### config.mk
export PLATFORM = sky130hd
export DESIGN_NAME = axis_vlan_classify
export DESIGN_NICKNAME = d
export VERILOG_FILES = /design/src/rtl/axis_vlan_classify.sv
export SDC_FILE = /design/constraint.sdc
export NUM_CORES = 1
export LEC_CHECK = 0
export CAP_MARGIN = 20
export CELL_PAD_IN_SITES_DETAIL_PLACEMENT = 1
export CELL_PAD_IN_SITES_GLOBAL_PLACEMENT = 2
export CORE_AREA = 2 2 503 505
export DETAILED_ROUTE_END_ITERATION = 8
export DIE_AREA = 0 0 505 507
export DONT_BUFFER_PORTS = 1
export GPL_ROUTABILITY_DRIVEN = 0
export PLACE_DENSITY_LB_ADDON = 0.05
export SYNTH_ARGS = -nofsm -noshare
export SYNTH_HDL_FRONTEND = slang
export SYNTH_SLANG_ARGS = --single-unit
export TNS_END_PERCENT = 10
### constraint.sdc
create_clock -name clk -period 1.8 [get_ports clk]
set_input_delay 0.09 -clock clk [delete_from_list [all_inputs] [get_ports clk]]
set_output_delay 0.09 -clock clk [all_outputs]
set_load 0.01 [all_outputs]
### src/rtl/axis_vlan_classify.sv
// Per-packet classifier and action aligner: pops one VLAN action per frame and
// presents it, with an EtherType-derived packet type, beat-aligned through one AXIS register stage.
module axis_vlan_classify #(
    parameter int DATA_WIDTH    = 512,
    parameter int KEEP_WIDTH    = DATA_WIDTH/8,
    parameter int ID_WIDTH      = 8,
    parameter int DEST_WIDTH    = 4,
    parameter int USER_WIDTH    = 4,
    parameter int VLAN_OP_WIDTH = 2,
    parameter int VLAN_WIDTH    = 16,
    parameter int PT_WIDTH      = 4,
    parameter logic [PT_WIDTH-1:0] PT_IPV4 = 4'h1,
    parameter logic [PT_WIDTH-1:0] PT_VLV4 = 4'h2,
    parameter logic [PT_WIDTH-1:0] PT_IPV6 = 4'h3,
    parameter logic [PT_WIDTH-1:0] PT_VLV6 = 4'h4,
    parameter int CNT_WIDTH     = 32
) (
    input  logic                     clk,
    input  logic                     rst,
    input  logic [VLAN_OP_WIDTH-1:0] s_act_vlan_op,
    input  logic [VLAN_WIDTH-1:0]    s_act_vlan_data,
    input  logic                     s_act_valid,
    output logic                     s_act_ready,
    input  logic [DATA_WIDTH-1:0]    s_axis_tdata,
    input  logic [KEEP_WIDTH-1:0]    s_axis_tkeep,
    input  logic                     s_axis_tvalid,
    output logic                     s_axis_tready,
    input  logic                     s_axis_tlast,
    input  logic [ID_WIDTH-1:0]      s_axis_tid,
    input  logic [DEST_WIDTH-1:0]    s_axis_tdest,
    input  logic [USER_WIDTH-1:0]    s_axis_tuser,
    output logic [DATA_WIDTH-1:0]    m_axis_tdata,
    output logic [KEEP_WIDTH-1:0]    m_axis_tkeep,
    output logic                     m_axis_tvalid,
    input  logic                     m_axis_tready,
    output logic                     m_axis_tlast,
    output logic [ID_WIDTH-1:0]      m_axis_tid,
    output logic [DEST_WIDTH-1:0]    m_axis_tdest,
    output logic [USER_WIDTH-1:0]    m_axis_tuser,
    output logic [VLAN_OP_WIDTH-1:0] m_vlan_op,
    output logic [VLAN_WIDTH-1:0]    m_vlan_data,
    output logic [PT_WIDTH-1:0]      m_pkt_type,
    output logic [CNT_WIDTH-1:0]     stat_pkt_cnt,
    output logic [CNT_WIDTH-1:0]     stat_vlan_cnt
);

    logic                     r_in_frame;
    logic [DATA_WIDTH-1:0]    r_tdata;
    logic [KEEP_WIDTH-1:0]    r_tkeep;
    logic                     r_tvalid;
    logic                     r_tlast;
    logic [ID_WIDTH-1:0]      r_tid;
    logic [DEST_WIDTH-1:0]    r_tdest;
    logic [USER_WIDTH-1:0]    r_tuser;
    logic [VLAN_OP_WIDTH-1:0] r_vlan_op;
    logic [VLAN_WIDTH-1:0]    r_vlan_data;
    logic [PT_WIDTH-1:0]      r_pkt_type;
    logic [CNT_WIDTH-1:0]     r_pkt_cnt;
    logic [CNT_WIDTH-1:0]     r_vlan_cnt;

    logic                     w_ready;
    logic                     w_accept;
    logic                     w_drain;
    logic [15:0]              w_et;
    logic [15:0]              w_inner_et;
    logic [PT_WIDTH-1:0]      w_pkt_type;

    // A first beat may only enter together with its action.
    assign w_ready    = (!r_tvalid || m_axis_tready) && (r_in_frame || s_act_valid);
    assign w_accept   = s_axis_tvalid && w_ready;
    assign w_drain    = r_tvalid && m_axis_tready;
    assign w_et       = s_axis_tdata[111:96];
    assign w_inner_et = s_axis_tdata[143:128];

    // EtherTypes are compared as they sit on the wire, so 0x0800 reads as 16'h0008.
    always_comb begin
        w_pkt_type = '0;
        if (w_et == 16'h0008 && (&s_axis_tkeep[13:12]))
            w_pkt_type = PT_IPV4;
        else if (w_et == 16'hdd86 && (&s_axis_tkeep[13:12]))
            w_pkt_type = PT_IPV6;
        else if (w_et == 16'h0081 && (&s_axis_tkeep[17:16])) begin
            if (w_inner_et == 16'h0008)
                w_pkt_type = PT_VLV4;
            else if (w_inner_et == 16'hdd86)
                w_pkt_type = PT_VLV6;
        end
    end

    always_ff @(posedge clk) begin
        if (rst) begin
            r_in_frame  <= 1'b0;
            r_tdata     <= '0;
            r_tkeep     <= '0;
            r_tvalid    <= 1'b0;
            r_tlast     <= 1'b0;
            r_tid       <= '0;
            r_tdest     <= '0;
            r_tuser     <= '0;
            r_vlan_op   <= '0;
            r_vlan_data <= '0;
            r_pkt_type  <= '0;
            r_pkt_cnt   <= '0;
            r_vlan_cnt  <= '0;
        end else begin
            if (w_accept) begin
                r_in_frame <= !s_axis_tlast;
                r_tdata    <= s_axis_tdata;
                r_tkeep    <= s_axis_tkeep;
                r_tvalid   <= 1'b1;
                r_tlast    <= s_axis_tlast;
                r_tid      <= s_axis_tid;
                r_tdest    <= s_axis_tdest;
                r_tuser    <= s_axis_tuser;
                if (!r_in_frame) begin
                    r_vlan_op   <= s_act_vlan_op;
                    r_vlan_data <= s_act_vlan_data;
                    r_pkt_type  <= w_pkt_type;
                end else begin
                    r_vlan_op   <= '0;
                end
            end else if (m_axis_tready) begin
                r_tvalid <= 1'b0;
            end
            // Counters see the type latched with the outgoing frame, not the incoming one.
            if (w_drain && r_tlast) begin
                r_pkt_cnt <= r_pkt_cnt + CNT_WIDTH'(1);
                if (r_pkt_type == PT_VLV4 || r_pkt_type == PT_VLV6)
                    r_vlan_cnt <= r_vlan_cnt + CNT_WIDTH'(1);
            end
        end
    end

    assign s_axis_tready = w_ready;
    assign s_act_ready   = w_accept && !r_in_frame;
    assign m_axis_tdata  = r_tdata;
    assign m_axis_tkeep  = r_tkeep;
    assign m_axis_tvalid = r_tvalid;
    assign m_axis_tlast  = r_tlast;
    assign m_axis_tid    = r_tid;
    assign m_axis_tdest  = r_tdest;
    assign m_axis_tuser  = r_tuser;
    assign m_vlan_op     = r_vlan_op;
    assign m_vlan_data   = r_vlan_data;
    assign m_pkt_type    = r_pkt_type;
    assign stat_pkt_cnt  = r_pkt_cnt;
    assign stat_vlan_cnt = r_vlan_cnt;

endmodule

Word level (Yosys, flattened, before mapping)
Index checks and enable logic that the tools add are counted.
- flip-flop bits (word level): 681
- bits in latches: 0
- memory bits (writable): 0
- ROM bits: 0
- input port bits: 616
- output and inout bits: 682
- word-level logic and storage cells: 50
- memories kept: 0
- add/sub/neg operators: 2
- $mul: 0
- divide/modulo/power cells: 0
- $lt $le $gt $ge: 0
- equality and inequality tests: 7
- shift operators: 0
- multiplexer cells: 8
- bitwise gates (word level): 1
- reductions and logical operators: 19
- operator list (operator ; number):
    $add A32 B1 Y32 const B ; 2
    $eq A16 B16 Y1 const B ; 2
    $eq A16 B4 Y1 const B ; 2
    $eq A16 B8 Y1 const B ; 1
    $mux W3 ; 5
    $logic_and A1 B1 Y1 ; 8
    $reduce_and A2 Y1 ; 4
    $eq A4 B2 Y1 const B ; 1
    $eq A4 B3 Y1 const B ; 1
    $logic_not A1 Y1 ; 3
    $logic_or A1 B1 Y1 ; 3
    $mux W1 ; 2
    $mux W2 ; 1
    $reduce_bool A2 Y1 ; 1
    $not A1 Y1 ; 1

Logic depth before layout (Yosys ltp)
- depth in word-level cells: 6
- gate-level depth with buffers: 7
- gate-level depth less buffers: 5

Least setup slack after synthesis
Ideal clock, no wire load.
- path type: reg-to-reg
- from: reg r_pkt_cnt[0] (netlist: stat_pkt_cnt[0])
- to: reg r_pkt_cnt[28] (netlist: stat_pkt_cnt[28])
- library setup time: 0.121 ns
- arrival: 1.925 ns
- required time: 1.679 ns
- slack: -0.246 ns
- stages on the path, launching flop included: 7
- buffers on the path: 1
- period minus slack after synthesis: 2.046 ns
- path through: dfxtp_1 ha_1 nand2_1 or4_4 buf_6 nor4b_1 mux2_2
- longest elaborated chain between the ends: 1
- ends and longest elaborated chain (what ; line ; RTL):
    start, declared ; 58 ; logic [CNT_WIDTH-1:0] r_pkt_cnt;
    start signal, assigned ; 127 ; r_pkt_cnt <= r_pkt_cnt + CNT_WIDTH'(1);
    $add A32 B1 Y32 ; 127 ;
Every way passes these cells.
A chain may end at the register's enable or synchronous reset.

==> flow_metrics.env <==
export IMPL_insertion_delay_ns=0.77
export IMPL_ir_drop_v=0.000739
export IMPL_synth_top_flop_cell="dfxtp_1"
export IMPL_ys_warn_count=0
export IMPL_coreArea_mm2=0.250
export IMPL_synth_seq_cells=680
export IMPL_place_hpwl_um=136000
export IMPL_crit_fanout=686
export IMPL_finalWirelength_um=178000
export IMPL_cts_buffers=103
export IMPL_total_leakage_power_nw=14.8
export IMPL_design_area_mm2=0.0422
export IMPL_hold_slack_ns=-0.485
export IMPL_cts_sinks=680
export IMPL_ios=1298
export IMPL_hp_start="rst"
export IMPL_ctsHoldBuffers=633
export IMPL_holdPathEnd="stat_vlan_cnt[25]"
export IMPL_crit_arrival_ns=8.65
export IMPL_finClkSkew_ns=0.0621
export IMPL_grt_setup_unrepaired="yes"
export IMPL_min_delay_path_depth=1
export IMPL_r2r_end="m_vlan_op[1]"
export IMPL_dieArea_mm2=0.256
export IMPL_dr_first_iter_drc_count=783
export IMPL_antenna_left=0
export IMPL_worst_slack_ns=-6.25
export IMPL_start_util_pct=9.73
export IMPL_root_buffer="clkbuf_16"
export IMPL_cts_tree="yes"
export IMPL_slew_headroom_pct=-559
export IMPL_synthArstFlopShare_pct=0
export IMPL_pre_cts_slack_ns=-0.489
export IMPL_grt_first_pass_wirelength_um=235000
export IMPL_antenna_found_initial=66
export IMPL_fin_util_pct=16.8
export IMPL_hp_class="in2reg"
export IMPL_synth_area_mm2=0.0244
export IMPL_synth_fp_nets=3686
export IMPL_fin_crit_ns=8.05
export IMPL_placed_cell_area_mm2=0.0300
export IMPL_r2r_slack_ns=-0.56
export IMPL_die_h_um=507
export IMPL_outcome="finished with violations"
export IMPL_cts_buffer_depth=3
export IMPL_avgSynthCellArea_um2=7.94
export IMPL_synth_distinct_cells=53
export IMPL_total_power_w=0.0424
export IMPL_violations="hold timing, slew limit, setup timing"
export IMPL_layout_common_cells="nand2_1 (1159), dfxtp_1 (667), dlygate4sd3_1 (633)"
export IMPL_area_growth_syn_to_layout_pct=73.2
export IMPL_ys_seq_area_share_pct=55.9
export IMPL_hold_viol_final=29
export IMPL_rows=184
export IMPL_cts_htree_levels=3
export IMPL_final_common_cell="nand2_1"
export IMPL_maxSlewViolCount=625
export IMPL_synth_largest_area_cell="dfxtp_1"
export IMPL_drive_gt1_share_pct=18.8
export IMPL_grt_pass1_vias=27141
export IMPL_criticalPathCategory="in2reg"
export IMPL_timing_fmax_mhz=124
export IMPL_drv_cap=0
export IMPL_pwr_density_cell_mw_per_mm2=1000
export IMPL_vias=25254
export IMPL_numPortBuffers=0
export IMPL_synth_edf_count=0
export IMPL_grt_usage_pct=13.2
export IMPL_synth_top_cell_area_share_pct=55.9
export IMPL_crit_required_ns=2.40
export IMPL_endpoint_kind="flip-flop"
export IMPL_drc=0
export IMPL_grt_max_degree=687
export IMPL_via_per_inst=3.44
export IMPL_worstRegToRegCells=11
export IMPL_critical_path_startpoint_type="input port"
export IMPL_period_share_pct=447
export IMPL_overflow=0
export IMPL_setup_viol=682
export IMPL_r2r_start="m_axis_tvalid"
export IMPL_synthCells=3068
export IMPL_worst_pin_slew_ns=9.89
export IMPL_netlist_top_cells_area="dfxtp_1 (56%), nand2_1 (19%), a21oi_1 (13%)"
export IMPL_avgRoutedWirePerCell_um=24.3
export IMPL_die_w_um=505
export IMPL_clk_pin_slew_ns=0.06
export IMPL_drt_first_pass_iters=5
export IMPL_nets=4494
==> critical path: stages <==
cell	delay, ns
or2_2	3.07
dlygate4sd3_1	0.67
o41ai_1	0.25
==> worst max-delay path by stage <==
stage,to,startpoint,cells after the start,slack (ns)
6_report,stat_vlan_cnt[20],rst,3,-6.25
3_3_place_gp,m_pkt_type[2],rst,4,-0.40
4_1_cts,s_act_ready,m_axis_tvalid,6,-0.42
5_1_grt,s_act_ready,m_axis_tvalid,6,-0.45
3_5_place_dp,m_pkt_type[2],rst,4,-0.49
2_1_floorplan,stat_pkt_cnt[28],stat_pkt_cnt[7],5,-0.04
==> logic make-up (layout without fill, tap and decap cells) <==
| family | Yosys count | after routing | share of synthesized area [%] |
|---|---|---|---|
| xor gates and xnor gates | 16 | 16 | 0.606 |
| DFF | 680 | 680 | 55.9 |
| muxes | 12 | 12 | 0.544 |
| AOI/OAI and AO/OA | 695 | 695 | 14.9 |
| adders and majority gates | 2 | 2 | 0.103 |
| buffers and inverters | 245 | 1129 | 4.38 |
| other | 1 | 33 | 0.0154 |
| and+or+nand+nor | 1417 | 1418 | 23.6 |
==> timing repair <==
action,CTS,global route
gates cloned,13,14
buffers inserted,23,13
endpoints found under the setup margin,451,642
endpoints found under the hold margin,679,652
gates resized for setup,108,256
pin swaps,96,208
==> registers in the layout, indices dropped and copies added (netlist names) <==
name / flops
m_axis_tuser: 4
m_axis_tdest: 4
m_pkt_type: 3
m_vlan_op: 2
stat_pkt_cnt: 32
m_axis_tvalid: 1
m_axis_tlast: 1
m_axis_tid: 8
m_vlan_data: 16
m_axis_tdata: 512
m_axis_tkeep: 64
stat_vlan_cnt: 32
r_in_frame: 1
==> layout make-up <==
type | count | area, um^2
flip-flops and latches | 680 | 13700
repair buffers | 932 | 10000
multi-input cells | 2144 | 10700
clock inverters | 20 | 335
clock buffers | 162 | 3110
inverters | 15 | 60.1
fillers | 29377 | 208000
well taps | 3348 | 4190
diodes | 32 | 80.1
==> layer usage <==
| metal | global-route usage [%] | routed length (um) | up-vias |
|---|---|---|---|
| li1 | - | - | 11757 |
| met1 | 12.3 | 58900 | 12227 |
| met2 | 24.2 | 91600 | 999 |
| met3 | 7.56 | 22100 | 239 |
| met4 | 3.58 | 5560 | 32 |
| met5 | 0 | 216 | - |
==> synthesized netlist by cell type, types with 2 or more instances <==
master	instances
nand2_1	1239
dfxtp_1	680
a21oi_1	635
clkbuf_1	124
buf_2	101
nor2_1	30
nand3_1	25
nand4_1	19
or3_1	17
o21ai_0	15
inv_1	14
o311ai_0	13
o41ai_1	13
or4_1	12
or2_2	11
and4_1	10
mux2_2	10
o31ai_1	10
xor2_1	10
and3_1	9
nor3_1	9
nor2b_1	8
nor4_1	8
xnor2_1	5
and2_1	4
nand4b_1	4
a22oi_1	2
buf_6	2
ha_1	2
mux2i_1	2
nand4_2	2
nor4b_1	2
==> metrics by stage <==
step / std cells / setup TNS [ns] / hold slack, ns
2_1_floorplan: 3068 / -0.215 / 0.216
3_5_place_dp: 6426 / -34.19 / 0.234
3_3_place_gp: 6426 / -27.62 / 0.228
4_1_cts: 7276 / -48.38 / -0.640
5_1_grt: 7316 / -145.92 / -0.633
6_report: 7333 / -1708.99 / -0.485
==> power breakdown <==
part | switching, W | internal, W
combinational | 0.00213 | 0.00234
sequential | 0.00127 | 0.0158
clock | 0.00845 | 0.0124
(Power assumes the default switching activity.)
